--- config.mk ---
export PLATFORM = sky130hd
export DESIGN_NAME = mac_seq_flat
export DESIGN_NICKNAME = d
export VERILOG_FILES = /design/src/rtl/mac_seq_if.sv /design/src/rtl/mac_seq.sv /design/src/flat_wrapper.sv
export SDC_FILE = /design/constraint.sdc
export NUM_CORES = 1
export LEC_CHECK = 0
export CAP_MARGIN = 30
export CORE_UTILIZATION = 46
export CTS_BUF_LIST = sky130_fd_sc_hd__clkbuf_2
export CTS_CLUSTER_DIAMETER = 50
export DETAILED_ROUTE_END_ITERATION = 16
export PLACE_DENSITY = 0.84
export REMOVE_ABC_BUFFERS = 1
export SYNTH_ARGS = -nofsm -noshare
export SYNTH_HDL_FRONTEND = slang
export SYNTH_SLANG_ARGS = --single-unit
--- constraint.sdc ---
create_clock -name clk -period 2.8 [get_ports clk]
set_input_delay 0.7 -clock clk [delete_from_list [all_inputs] [get_ports clk]]
set_output_delay 0.7 -clock clk [all_outputs]
set_load 0.005 [all_outputs]
--- src/rtl/mac_seq_if.sv ---
// Command, operand handshake, datapath control and result port of the MAC sequencer.
// master = sequencer side, slave = host/datapath side.
interface mac_seq_if #(
    parameter int N     = 16,
    parameter int LEN_W = 8
);
    logic             start;
    logic [LEN_W-1:0] len;
    logic             in_valid;
    logic             in_ready;
    logic             acc_clr;
    logic             acc_en;
    logic             qsload;
    logic             rvalid;
    logic [N-1:0]     res;
    logic [2*N-1:0]   err;
    logic             out_valid;
    logic             out_ready;
    logic [N-1:0]     out_data;
    logic             out_ovf;
    logic             busy;

    modport master (
        input  start, len, in_valid, rvalid, res, err, out_ready,
        output in_ready, acc_clr, acc_en, qsload, out_valid, out_data, out_ovf, busy
    );

    modport slave (
        output start, len, in_valid, rvalid, res, err, out_ready,
        input  in_ready, acc_clr, acc_en, qsload, out_valid, out_data, out_ovf, busy
    );
endinterface

--- src/rtl/mac_seq.sv ---
// Sequencer for one MAC accumulate/round pass: clear, stream len terms, drain, round, hand off.
// Build option MAC_SEQ_SAT_EN: on a round overflow, saturate out_data from the accumulator sign.
//
// state   | meaning
// IDLE    | waiting for start with nonzero len
// CLR     | one-cycle accumulator clear
// ACC     | accepting operand pairs until len terms taken
// DRAIN   | waiting out the MAC pipeline latency
// ROUND   | round-stage load strobe, capture result
// OUT     | result held until downstream accepts
module mac_seq #(
    parameter int N        = 16,
    parameter int Q        = 8,
    parameter int LEN_W    = 8,
    parameter int PIPE_LAT = 2
) (
    input logic       clk,
    input logic       rst,
    mac_seq_if.master bus
);
    typedef enum logic [2:0] {
        S_IDLE, S_CLR, S_ACC, S_DRAIN, S_ROUND, S_OUT
    } state_t;

    localparam int DRAIN_W = (PIPE_LAT > 0) ? $clog2(PIPE_LAT + 1) : 1;
    localparam logic [DRAIN_W-1:0] DRAIN_INIT = DRAIN_W'(PIPE_LAT);
    // Q only documents the datapath's fixed-point format.
    localparam int unused_q = Q;

    state_t           state, state_nxt;
    logic [LEN_W-1:0] len_q;
    logic [LEN_W-1:0] cnt;
    logic [DRAIN_W-1:0] drain;
    logic [N-1:0]     out_data_q;
    logic             out_ovf_q;
    logic [N-1:0]     res_cap;
    logic             handshake;
    logic             last_term;
    logic             cmd_ok;

    assign handshake = bus.in_valid & bus.in_ready;
    assign last_term = handshake && (cnt == (len_q - LEN_W'(1)));
    assign cmd_ok    = bus.start && (bus.len != '0);

    assign bus.in_ready  = (state == S_ACC);
    assign bus.acc_clr   = (state == S_CLR);
    assign bus.acc_en    = handshake;
    assign bus.qsload    = (state == S_ROUND);
    assign bus.out_valid = (state == S_OUT);
    assign bus.busy      = (state != S_IDLE);
    assign bus.out_data  = out_data_q;
    assign bus.out_ovf   = out_ovf_q;

`ifdef MAC_SEQ_SAT_EN
    logic unused_err_low;
    assign unused_err_low = ^bus.err[2*N-2:0];

    always_comb begin
        res_cap = bus.res;
        if (!bus.rvalid)
            res_cap = bus.err[2*N-1] ? {1'b1, {(N-1){1'b0}}} : {1'b0, {(N-1){1'b1}}};
    end
`else
    logic unused_err;
    assign unused_err = ^bus.err;
    assign res_cap    = bus.res;
`endif

    always_ff @(posedge clk or posedge rst) begin
        if (rst) state <= S_IDLE;
        else     state <= state_nxt;
    end

    always_comb begin
        state_nxt = state;
        case (state)
            S_IDLE:  if (cmd_ok) state_nxt = S_CLR;
            S_CLR:   state_nxt = S_ACC;
            S_ACC:   if (last_term) state_nxt = S_DRAIN;
            S_DRAIN: if (drain == '0) state_nxt = S_ROUND;
            S_ROUND: state_nxt = S_OUT;
            S_OUT:   if (bus.out_ready) state_nxt = S_IDLE;
            default: state_nxt = S_IDLE;
        endcase
    end

    always_ff @(posedge clk or posedge rst) begin
        if (rst) begin
            len_q      <= '0;
            cnt        <= '0;
            drain      <= '0;
            out_data_q <= '0;
            out_ovf_q  <= 1'b0;
        end else begin
            if (state == S_IDLE && cmd_ok) begin
                len_q <= bus.len;
                cnt   <= '0;
            end else if (handshake) begin
                cnt <= cnt + LEN_W'(1);
            end

            if (last_term)
                drain <= DRAIN_INIT;
            else if (state == S_DRAIN && drain != '0)
                drain <= drain - DRAIN_W'(1);

            if (state == S_ROUND) begin
                out_data_q <= res_cap;
                out_ovf_q  <= ~bus.rvalid;
            end
        end
    end
endmodule

--- src/flat_wrapper.sv ---
// flat-port wrapper written by rule: the top's interface ports become plain ports
module mac_seq_flat 
#(
    parameter int N        = 16,
    parameter int Q        = 8,
    parameter int LEN_W    = 8,
    parameter int PIPE_LAT = 2
)
  (clk, rst, bus_start, bus_len, bus_in_valid, bus_rvalid, bus_res, bus_err, bus_out_ready, bus_in_ready, bus_acc_clr, bus_acc_en, bus_qsload, bus_out_valid, bus_out_data, bus_out_ovf, bus_busy);
  mac_seq_if #(.N(N), .LEN_W(LEN_W)) bus_i ();
  input logic clk;
  input logic rst;
  input wire logic [$bits(bus_i.start)-1:0] bus_start;
  input wire logic [$bits(bus_i.len)-1:0] bus_len;
  input wire logic [$bits(bus_i.in_valid)-1:0] bus_in_valid;
  input wire logic [$bits(bus_i.rvalid)-1:0] bus_rvalid;
  input wire logic [$bits(bus_i.res)-1:0] bus_res;
  input wire logic [$bits(bus_i.err)-1:0] bus_err;
  input wire logic [$bits(bus_i.out_ready)-1:0] bus_out_ready;
  output wire logic [$bits(bus_i.in_ready)-1:0] bus_in_ready;
  output wire logic [$bits(bus_i.acc_clr)-1:0] bus_acc_clr;
  output wire logic [$bits(bus_i.acc_en)-1:0] bus_acc_en;
  output wire logic [$bits(bus_i.qsload)-1:0] bus_qsload;
  output wire logic [$bits(bus_i.out_valid)-1:0] bus_out_valid;
  output wire logic [$bits(bus_i.out_data)-1:0] bus_out_data;
  output wire logic [$bits(bus_i.out_ovf)-1:0] bus_out_ovf;
  output wire logic [$bits(bus_i.busy)-1:0] bus_busy;
  assign bus_i.start = bus_start;
  assign bus_i.len = bus_len;
  assign bus_i.in_valid = bus_in_valid;
  assign bus_i.rvalid = bus_rvalid;
  assign bus_i.res = bus_res;
  assign bus_i.err = bus_err;
  assign bus_i.out_ready = bus_out_ready;
  assign bus_in_ready = bus_i.in_ready;
  assign bus_acc_clr = bus_i.acc_clr;
  assign bus_acc_en = bus_i.acc_en;
  assign bus_qsload = bus_i.qsload;
  assign bus_out_valid = bus_i.out_valid;
  assign bus_out_data = bus_i.out_data;
  assign bus_out_ovf = bus_i.out_ovf;
  assign bus_busy = bus_i.busy;
  mac_seq #(.N(N), .Q(Q), .LEN_W(LEN_W), .PIPE_LAT(PIPE_LAT)) u_core (.clk(clk), .rst(rst), .bus(bus_i));
endmodule
## Word level (Yosys, flattened, before mapping)

Index checks and enable logic that the tools add are counted.

| word-level totals | value |
|---|---|
| bits in registers | 38 |
| latch bits | 0 |
| RAM bits | 0 |
| bits in read-only memories | 0 |
| bits of input ports | 62 |
| output and inout bits | 23 |
| logic and storage cells | 42 |
| memories | 0 |

| cells by class | value |
|---|---|
| add/sub/neg operators | 3 |
| multipliers | 0 |
| divide/modulo/power cells | 0 |
| order comparisons | 0 |
| equality and inequality tests | 10 |
| shift operators | 0 |
| multiplexer cells | 9 |
| bitwise logic cells | 2 |
| reduce and logical (&&, ||, !) cells | 12 |

Operators with widths:

| operator | number |
|---|---|
| case mux 3 bit (6 select lines) | 1 |
| two-way mux 8 bit | 2 |
| two-way mux 3 bit | 4 |
| adder 8 x 1 -> 8 bit (second input constant) | 1 |
| equality test 8 bit | 1 |
| nonzero test 8 bit | 1 |
| subtractor 8 x 1 -> 8 bit (second input constant) | 1 |
| equality test 3 x 2 -> 1 bit (second input constant) | 2 |
| equality test 3 bit (second input constant) | 2 |
| nonzero test 2 bit | 3 |
| logical AND 1 bit | 4 |
| two-way mux 2 bit | 2 |
| inequality test 2 x 1 -> 1 bit (second input constant) | 2 |
| inequality test 2 bit (second input constant) | 2 |
| AND reduction 4 bit | 1 |
| equality test 3 x 1 -> 1 bit (second input constant) | 1 |
| zero test 3 bit | 1 |
| nonzero test 3 bit | 1 |
| zero test 2 bit | 1 |
| subtractor 2 x 1 -> 2 bit (second input constant) | 1 |
| AND 1 bit | 1 |
| inverter 1 bit | 1 |

## Logic depth before layout (Yosys ltp)

Gate-level depths: netlist of run 1.

| depth | value |
|---|---|
| depth in word-level cells | 5 |
| gate-level depth with buffers | 7 |
| gate-level depth less buffers | 7 |

## Worst setup path after synthesis of run 1

Ideal clock, no wire load.

| timing path | value |
|---|---|
| kind | input to register |
| from | input bus_len[4] |
| to | register u_core.len_q[2] |
| setup time | 128 ps |
| arrival time | 1842 ps |
| required time | 2672 ps |
| setup slack | 831 ps |
| stages | 4 |
| buffers on the path | 0 |
| cells stage by stage | or4_1 -> o21ai_1 -> nor2_4 -> mux2_1 |

| on the way | value |
|---|---|
| longest elaborated chain between the ends | 3 |

RTL lines:

| element | line | RTL |
|---|---|---|
| from (decl) | flat_wrapper.sv:14 | `input wire logic [$bits(bus_i.len)-1:0] bus_len;` |
| nonzero test 8 bit | mac_seq.sv:43 | `assign cmd_ok = bus.start && (bus.len != '0);` |
| logical AND 1 bit | mac_seq.sv:43 |  |
| logical AND 1 bit | mac_seq.sv:95 | `if (state == S_IDLE && cmd_ok) begin` |
| to (signal assigned) | mac_seq.sv:96 | `len_q <= bus.len;` |
| to (decl) | mac_seq.sv:31 | `logic [LEN_W-1:0] len_q;` |

Every way passes these cells.
A chain may end at the register's enable or synchronous reset.

## Worst setup path after layout of run 1

| timing path | value |
|---|---|
| from | input bus_in_valid |
| to | output bus_acc_en |

| on the way | value |
|---|---|
| longest elaborated chain between the ends | 1 |

RTL lines:

| element | line | RTL |
|---|---|---|
| from (decl) | flat_wrapper.sv:15 | `input wire logic [$bits(bus_i.in_valid)-1:0] bus_in_valid;` |
| AND 1 bit | mac_seq.sv:41 | `assign handshake = bus.in_valid & bus.in_ready;` |
| to (decl) | flat_wrapper.sv:22 | `output wire logic [$bits(bus_i.acc_en)-1:0] bus_acc_en;` |

Every way passes these cells.

==> impl_metrics.prom, run 1 <==
# TYPE chip_impl_metric gauge
chip_impl_info{name="run_status",value="completed"} 1
chip_impl_metric{name="cts.clk_slew.worst_paths",unit="ns"} 0.18
chip_impl_metric{name="p_seq_frac",unit=""} 0.400
chip_impl_metric{name="place.port_buffers",unit=""} 52
chip_impl_info{name="setup.worst_path.class",value="input port to output port"} 1
chip_impl_metric{name="min_period",unit="ns"} 2.70
chip_impl_metric{name="start_util",unit=""} 0.477
chip_impl_metric{name="totalWireLength",unit="mm"} 4.19
chip_impl_metric{name="rows",unit=""} 23
chip_impl_metric{name="area_of_the_multi_input_gates",unit="sq um"} 912
chip_impl_metric{name="cts-hold-fix-buffers",unit=""} 0
chip_impl_info{name="cp-end-kind",value="output port"} 1
chip_impl_info{name="synth.top_cells.by_count",value="56 x sky130_fd_sc_hd__nand2_1, 38 x sky130_fd_sc_hd__dfrtp_1, 15 x sky130_fd_sc_hd__nor2_1"} 1
chip_impl_metric{name="clockBufferDepth",unit=""} 2
chip_impl_metric{name="dp_hpwl",unit="mm"} 3.03
chip_impl_metric{name="synthToLayoutAreaGrowth",unit="%"} 36.2
chip_impl_metric{name="die_height",unit="microns"} 66.4
chip_impl_metric{name="p_sw",unit="uW"} 953
chip_impl_metric{name="post_detailed_route_wirelength_per_cell",unit="microns"} 13.6
chip_impl_metric{name="drt_first_pass_iters",unit=""} 4
chip_impl_metric{name="track_usage",unit=""} 0.216
chip_impl_info{name="synth_flop_cell",value="sky130_fd_sc_hd__dfrtp_1"} 1
chip_impl_metric{name="antenna_cells",unit=""} 0
chip_impl_metric{name="leakagePower",unit="nW"} 1.16
chip_impl_metric{name="finalHoldViolations",unit=""} 0
chip_impl_metric{name="post_cts.resized_instances",unit=""} 2
chip_impl_metric{name="ctsHtreeMaxLevel",unit=""} 2
chip_impl_metric{name="number_of_global_route_vias_before_repair",unit=""} 1646
chip_impl_info{name="cts_root_buf",value="sky130_fd_sc_hd__clkbuf_2"} 1
chip_impl_info{name="yosys.area.top_type",value="sky130_fd_sc_hd__dfrtp_1"} 1
chip_impl_metric{name="initial_antenna_violation_count",unit=""} 0
chip_impl_metric{name="async_flop_share",unit=""} 1.00
chip_impl_metric{name="power.share.switching",unit=""} 0.357
chip_impl_metric{name="post_layout_nonfiller_instances",unit=""} 308
chip_impl_metric{name="mappedNetlistArea",unit="sq um"} 1910
chip_impl_metric{name="cts_made_buffers",unit=""} 5
chip_impl_metric{name="drv_cap",unit=""} 0
chip_impl_metric{name="avgSynthCellArea",unit="sq um"} 9.49
chip_impl_metric{name="yosysWarningCount",unit=""} 0
chip_impl_metric{name="worstSkewPairLatency",unit="ns"} 0.38
chip_impl_metric{name="vias_per_cell",unit=""} 5.19
chip_impl_metric{name="timing.final.max_slew_violations",unit=""} 0
chip_impl_metric{name="nets_finish",unit=""} 322
chip_impl_metric{name="reg2regPathDepth",unit=""} 7
chip_impl_metric{name="synth.top_cell.area_share",unit=""} 0.498
chip_impl_metric{name="detailedRoute.firstIterationViolations",unit=""} 81
chip_impl_metric{name="comb_power_share",unit=""} 0.444
chip_impl_metric{name="grt_max_degree",unit=""} 39
chip_impl_info{name="hold_path_class",value="flip-flop to flip-flop"} 1
chip_impl_metric{name="min_path_cells",unit=""} 2
chip_impl_metric{name="worstPathArrival",unit="ns"} 2.00
chip_impl_metric{name="cts_num_sinks",unit=""} 38
chip_impl_metric{name="top_level_port_count",unit=""} 85
chip_impl_metric{name="layout_worst_path_cycle_share",unit=""} 0.963
chip_impl_metric{name="synth_cell_type_count",unit=""} 40
chip_impl_info{name="startpoint_type",value="input port"} 1
chip_impl_info{name="clock_tree_from_tritoncts",value="done"} 1
chip_impl_metric{name="max-vdd-ir-drop",unit="V"} 0.000445
chip_impl_metric{name="die-area",unit="sq um"} 4410
chip_impl_metric{name="critical_path_required",unit="ns"} 2.10
chip_impl_metric{name="place.gp.congestion",unit=""} 0.757
chip_impl_metric{name="globalRouteOverflowTotal",unit=""} 0
chip_impl_metric{name="fp.coreArea",unit="sq um"} 4000
chip_impl_metric{name="grt_first_pass_wirelength",unit="mm"} 7.04
chip_impl_metric{name="num_vias",unit=""} 1597
chip_impl_metric{name="yosysSeqAreaShare",unit=""} 0.498
chip_impl_metric{name="total_power",unit="mW"} 2.67
chip_impl_metric{name="dp_cells",unit=""} 300
chip_impl_info{name="unrepaired_setup_endpoints_after_global_routing",value="false"} 1
chip_impl_metric{name="synth-edff-count",unit=""} 0
chip_impl_metric{name="setup_violations",unit=""} 0
chip_impl_metric{name="max_slew.worst_pin.slew",unit="ns"} 0.487
chip_impl_metric{name="synthCells",unit=""} 201
chip_impl_metric{name="post_cts_buffers",unit=""} 0
chip_impl_metric{name="max-slew-margin-rel",unit=""} 0.675
chip_impl_metric{name="powerDensity",unit="nW/um^2"} 1030
chip_impl_metric{name="route.antenna.remaining_nets",unit=""} 0
chip_impl_metric{name="ff_latch_area",unit="sq um"} 951
chip_impl_info{name="synth_top_cells_by_area",value="sky130_fd_sc_hd__dfrtp_1 50%, sky130_fd_sc_hd__nand2_1 11%, sky130_fd_sc_hd__xnor2_1 4.6%"} 1
chip_impl_metric{name="yosys_register_bits",unit=""} 38
chip_impl_metric{name="cellInternalPower",unit="mW"} 1.72
chip_impl_metric{name="layout-drive-gt1-share",unit=""} 0.0736
chip_impl_metric{name="crit_path_max_fanout",unit=""} 2
chip_impl_metric{name="die_w",unit="microns"} 66.4
chip_impl_metric{name="reg2reg_slack",unit="ns"} 0.50
chip_impl_metric{name="final.setup_skew",unit="ns"} 0.00681
chip_impl_metric{name="num-fill-cells",unit=""} 345
chip_impl_metric{name="fmaxAchievable",unit="GHz"} 0.371
chip_impl_metric{name="clockPowerShare",unit=""} 0.156
chip_impl_info{name="yosys.cell_count.top_type",value="sky130_fd_sc_hd__nand2_1"} 1
chip_impl_metric{name="drcViolationCount",unit=""} 0
==> path summary, 6_finish.rpt <==
kind	start	endpoint
max	bus_in_valid	bus_acc_en
min	u_core.bus.out_data[9]$_DFFE_PP0P_	u_core.bus.out_data[9]$_DFFE_PP0P_
max reg2reg	u_core.len_q[0]$_DFFE_PP0P_	u_core.state[0]$_DFFE_PP0P_
min reg2reg	u_core.bus.out_data[9]$_DFFE_PP0P_	u_core.bus.out_data[9]$_DFFE_PP0P_
max in group asynchronous	rst	u_core.bus.out_data[6]$_DFFE_PP0P_
min in group asynchronous	rst	u_core.bus.out_data[3]$_DFFE_PP0P_
==> layer usage <==
layer,global-route usage,share of wire,up-vias
met3,0.0793,0.075,10
met5,0,0,-
met2,0.353,0.48,60
li1,-,-,784
met1,0.249,0.43,743
met4,0.0984,0.017,0
==> cell families (layout without fill, tap and decap cells) <==
logic type | count (synthesis) | count (layout) | synth area share
and+or+nand+nor | 99 | 99 | 0.243
DFF | 38 | 38 | 0.498
adders and majority gates | 3 | 3 | 0.0197
xor gates and xnor gates | 19 | 19 | 0.0911
muxes | 8 | 8 | 0.0466
AOI/OAI and AO/OA | 19 | 19 | 0.0695
buffers and inverters | 15 | 72 | 0.0315
==> registers in the layout, indices dropped and copies added (netlist names) <==
signal and count:
u_core.bus.out_data 16, u_core.bus.out_ovf 1, u_core.cnt 8, u_core.drain 2
u_core.len_q 8, u_core.state 3
==> area by class of cell <==
| cell class | count | area share |
|---|---|---|
| Tap cell | 50 | 0.0241 |
| Timing Repair Buffer | 57 | 0.215 |
| Sequential cell | 38 | 0.366 |
| Inverter | 7 | 0.0101 |
| Clock inverter | 3 | 0.0246 |
| Clock buffer | 5 | 0.00963 |
| Multi-Input combinational cell | 148 | 0.351 |
==> cells in the final DEF, fill, tap and decap left out, types with 2 or more instances in the layout <==
cell type,netlist,routed
sky130_fd_sc_hd__o21ai_0,5,5
sky130_fd_sc_hd__xnor2_1,10,10
sky130_fd_sc_hd__nand4_1,4,4
sky130_fd_sc_hd__nor2_1,15,15
sky130_fd_sc_hd__and3_1,4,4
sky130_fd_sc_hd__clkinv_1,1,2
sky130_fd_sc_hd__ha_1,3,3
sky130_fd_sc_hd__or3_1,2,2
sky130_fd_sc_hd__o21ai_1,3,3
sky130_fd_sc_hd__clkbuf_2,0,5
sky130_fd_sc_hd__nand3_1,2,2
sky130_fd_sc_hd__nor3_1,4,4
sky130_fd_sc_hd__clkdlybuf4s50_1,0,52
sky130_fd_sc_hd__bufinv_16,0,2
sky130_fd_sc_hd__nand2_1,56,56
sky130_fd_sc_hd__dfrtp_1,38,38
sky130_fd_sc_hd__or4_1,2,2
sky130_fd_sc_hd__buf_4,0,5
sky130_fd_sc_hd__xor2_1,8,8
sky130_fd_sc_hd__mux2_1,6,6
sky130_fd_sc_hd__nor3b_1,2,2
sky130_fd_sc_hd__nand2b_1,2,2
sky130_fd_sc_hd__a21oi_1,2,2
sky130_fd_sc_hd__inv_1,6,6
==> worst max-delay path, stage by stage <==
cell and delay (ns):
sky130_fd_sc_hd__clkdlybuf4s50_1 0.46, sky130_fd_sc_hd__nor4bb_4 0.19, sky130_fd_sc_hd__buf_4 0.16, sky130_fd_sc_hd__clkdlybuf4s50_1 0.49
==> power by group through the flow <==
stage / Sequential, mW / Clock (mW) / Combinational (mW)
floorplan: 1.02 / 0 / 0.645
global placement: 1.05 / 0 / 1.12
CTS: 1.06 / 0.429 / 1.19
detailed placement: 1.06 / 0 / 1.17
finish: 1.07 / 0.415 / 1.19
global route: 1.11 / 0.452 / 1.32
==> through the flow <==
stage               TNS [ns]  cell area [sq um]  hold slack (ns)  setup slack, ns  utilization
floorplan                  0               1870            0.459            0.453            -
global route               0               2600            0.540          0.00790        0.650
global placement     -0.0372               2490            0.458          -0.0372        0.624
CTS                        0               2600            0.502           0.0881        0.650
finish                     0               2600            0.494            0.104        0.650
detailed placement   -0.0378               2490            0.462          -0.0378        0.624
Power figures use the tool's default switching activity.
==> inputs of run 2 (changes only) <==
--- a/config.mk
+++ b/config.mk
@@ -12,6 +12,7 @@
 export DETAILED_ROUTE_END_ITERATION = 16
 export PLACE_DENSITY = 0.84
 export REMOVE_ABC_BUFFERS = 1
+export SETUP_SLACK_MARGIN = 0.3
 export SYNTH_ARGS = -nofsm -noshare
 export SYNTH_HDL_FRONTEND = slang
 export SYNTH_SLANG_ARGS = --single-unit
==> impl_metrics.prom, run 2 (synthesized netlist as in run 1, its figures left out) <==
# TYPE chip_impl_metric gauge
chip_impl_info{name="cp_top_family",value="buffers and inverters"} 1
chip_impl_metric{name="drcViolationCount",unit=""} 0
chip_impl_info{name="slowest_stage",value="sky130_fd_sc_hd__clkdlybuf4s50_1"} 1
chip_impl_metric{name="initial_antenna_violation_count",unit=""} 0
chip_impl_metric{name="max-slew-margin-rel",unit=""} 0.674
chip_impl_metric{name="setup_slack",unit="ns"} 0.366
chip_impl_metric{name="die-area",unit="sq um"} 4410
chip_impl_metric{name="fmaxAchievable",unit="GHz"} 0.411
chip_impl_metric{name="post_detailed_route_wirelength_per_cell",unit="microns"} 13.7
chip_impl_metric{name="antenna_cells",unit=""} 0
chip_impl_metric{name="timing.final.max_slew_violations",unit=""} 0
chip_impl_metric{name="totalWireLength",unit="mm"} 4.33
chip_impl_info{name="clock_tree_from_tritoncts",value="done"} 1
chip_impl_metric{name="synthToLayoutAreaGrowth",unit="%"} 40.1
chip_impl_metric{name="start_util",unit=""} 0.477
chip_impl_metric{name="crit_path_max_fanout",unit=""} 2
chip_impl_metric{name="num_vias",unit=""} 1631
chip_impl_metric{name="min_period",unit="ns"} 2.43
chip_impl_metric{name="final.setup.tns",unit="ns"} 0
chip_impl_metric{name="number_of_global_route_vias_before_repair",unit=""} 1751
chip_impl_info{name="setup.worst_path.class",value="input port to output port"} 1
chip_impl_info{name="hold_path_class",value="flip-flop to flip-flop"} 1
chip_impl_metric{name="max-vdd-ir-drop",unit="V"} 0.000465
chip_impl_metric{name="route.antenna.remaining_nets",unit=""} 0
chip_impl_metric{name="grt_first_pass_wirelength",unit="mm"} 7.24
chip_impl_metric{name="track_usage",unit=""} 0.223
chip_impl_info{name="critical_path.reg2reg.startpoint",value="u_core.len_q[0]$_DFFE_PP0P_"} 1
chip_impl_metric{name="cts.clk_slew.worst_paths",unit="ns"} 0.18
chip_impl_metric{name="powerDensity",unit="nW/um^2"} 1040
chip_impl_metric{name="cts-hold-fix-buffers",unit=""} 0
chip_impl_metric{name="timing.critical_path.buf_inv",unit=""} 3
chip_impl_metric{name="total_power",unit="mW"} 2.77
chip_impl_metric{name="place.port_buffers",unit=""} 52
chip_impl_metric{name="globalRouteOverflowTotal",unit=""} 0
chip_impl_metric{name="die_height",unit="microns"} 66.4
chip_impl_metric{name="ctsHtreeMaxLevel",unit=""} 2
chip_impl_metric{name="drt_first_pass_iters",unit=""} 4
chip_impl_metric{name="nets_finish",unit=""} 330
chip_impl_metric{name="setup_violations",unit=""} 0
chip_impl_info{name="path_cells",value="clkdlybuf4s50_1, nor4bb_4, buf_4, dlygate4sd2_1"} 1
chip_impl_info{name="cts_root_buf",value="sky130_fd_sc_hd__clkbuf_2"} 1
chip_impl_metric{name="top_level_port_count",unit=""} 85
chip_impl_metric{name="layout-drive-gt1-share",unit=""} 0.117
chip_impl_info{name="cp-end-kind",value="output port"} 1
chip_impl_metric{name="grt_max_degree",unit=""} 39
chip_impl_metric{name="drv_cap",unit=""} 0
chip_impl_metric{name="place.gp.congestion",unit=""} 0.757
chip_impl_metric{name="fp.coreArea",unit="sq um"} 4000
chip_impl_metric{name="worst_path_largest_cell_delay",unit="ns"} 0.46
chip_impl_metric{name="largest_register_ffs",unit=""} 16
chip_impl_metric{name="detailedRoute.firstIterationViolations",unit=""} 95
chip_impl_metric{name="finalHoldViolations",unit=""} 0
chip_impl_metric{name="worstPathArrival",unit="ns"} 1.73
chip_impl_metric{name="die_w",unit="microns"} 66.4
chip_impl_metric{name="dp_hpwl",unit="mm"} 3.03
chip_impl_metric{name="clockBufferDepth",unit=""} 2
chip_impl_metric{name="max_slew.worst_pin.slew",unit="ns"} 0.488
chip_impl_metric{name="worstSkewPairLatency",unit="ns"} 0.39
chip_impl_metric{name="vias_per_cell",unit=""} 5.16
chip_impl_metric{name="cts_made_buffers",unit=""} 5
chip_impl_metric{name="cts_num_sinks",unit=""} 38
chip_impl_info{name="unrepaired_setup_endpoints_after_global_routing",value="true"} 1
chip_impl_metric{name="post_place_worst_slack",unit="ns"} -0.0378
chip_impl_metric{name="rows",unit=""} 23
chip_impl_metric{name="num-fill-cells",unit=""} 329
chip_impl_metric{name="final.setup_skew",unit="ns"} 0.0145
chip_impl_metric{name="ff_latch_area",unit="sq um"} 955
chip_impl_info{name="startpoint_type",value="input port"} 1
chip_impl_info{name="worst_hold_startpoint",value="u_core.bus.out_data[9]$_DFFE_PP0P_"} 1
chip_impl_info{name="final_cell_mix",value="56 x sky130_fd_sc_hd__nand2_1, 48 x sky130_fd_sc_hd__clkdlybuf4s50_1, 35 x sky130_fd_sc_hd__dfrtp_1, 15 x sky130_fd_sc_hd__nor2_1, 13 x sky130_fd_sc_hd__buf_4"} 1
chip_impl_metric{name="critical_path_required",unit="ns"} 2.10
chip_impl_metric{name="area_of_the_multi_input_gates",unit="sq um"} 917
chip_impl_info{name="mostFrequentLayoutCell",value="sky130_fd_sc_hd__nand2_1"} 1
chip_impl_metric{name="leakagePower",unit="nW"} 1.24
chip_impl_info{name="critical_path.startpoint",value="bus_in_valid"} 1
chip_impl_metric{name="layout_worst_path_cycle_share",unit=""} 0.869
chip_impl_info{name="run_status",value="completed"} 1
[run 2: cell count changes in the layout (fill, tap and decap cells not counted)]
cell,previous run,this run
sky130_fd_sc_hd__or3_4,0,1
sky130_fd_sc_hd__dfrtp_1,38,35
sky130_fd_sc_hd__buf_4,5,13
sky130_fd_sc_hd__or3_1,2,1
sky130_fd_sc_hd__clkdlybuf4s50_1,52,48
sky130_fd_sc_hd__dlygate4sd2_1,0,1
sky130_fd_sc_hd__dfrtp_2,0,3
sky130_fd_sc_hd__dlymetal6s2s_1,0,3
[run 2: timing repair]
| item | 4_1_cts | 5_1_grt |
|---|---|---|
| setup buffers | 7 | 1 |
| pin swaps | 1 | 0 |
| gates resized for setup | 7 | 3 |
| setup endpoints to repair | 4 | 5 |
[run 2: per-stage QoR]
step / hold WS, ns / util / area [sq um] / instances
after floorplan: 0.459 / - / 1870 / 193
after global placement: 0.458 / 0.624 / 2490 / 300
after detailed placement: 0.462 / 0.624 / 2490 / 300
after CTS: 0.502 / 0.665 / 2660 / 315
after global routing: 0.540 / 0.668 / 2670 / 316
final: 0.494 / 0.668 / 2670 / 316
[run 2: report_power, final]
group	leakage, nW	switching (mW)	internal (mW)	total [mW]
clock	0.0506	0.182	0.238	0.420
combinational	0.725	0.560	0.753	1.31
sequential	0.462	0.242	0.794	1.04
total	1.24	0.985	1.78	2.77
[run 2: worst paths after layout]
kind                       depth (start not counted)  slack, ns                                  to
max                                                4       0.37                          bus_acc_en
min                                                2       0.49  u_core.bus.out_data[9]$_DFFE_PP0P_
max reg2reg                                        7       0.53         u_core.state[0]$_DFFE_PP0P_
min reg2reg                                        2       0.49  u_core.bus.out_data[9]$_DFFE_PP0P_
max in group asynchronous                          3       1.78         u_core.state[0]$_DFFE_PP0P_
min in group asynchronous                          3       0.68  u_core.bus.out_data[3]$_DFFE_PP0P_
[run 2: layout make-up]
class / count / share of cell area
Tap cell: 50 / 0.0234
Sequential cell: 38 / 0.357
Multi-Input combinational cell: 148 / 0.343
Clock buffer: 5 / 0.00936
Clock inverter: 3 / 0.0239
Timing Repair Buffer: 65 / 0.234
Inverter: 7 / 0.00983
[run 2: worst min-delay path, cell delays in order, from the launching register on]
cell and delay, ns:
sky130_fd_sc_hd__dfrtp_1 0.38, sky130_fd_sc_hd__nand2_1 0.05, sky130_fd_sc_hd__nand2_1 0.05
[run 2: metal layers]
metal,wire length (microns),track usage
met5,0,0
met4,130,0.122
met3,300,0.0776
met2,2060,0.366
met1,1840,0.250
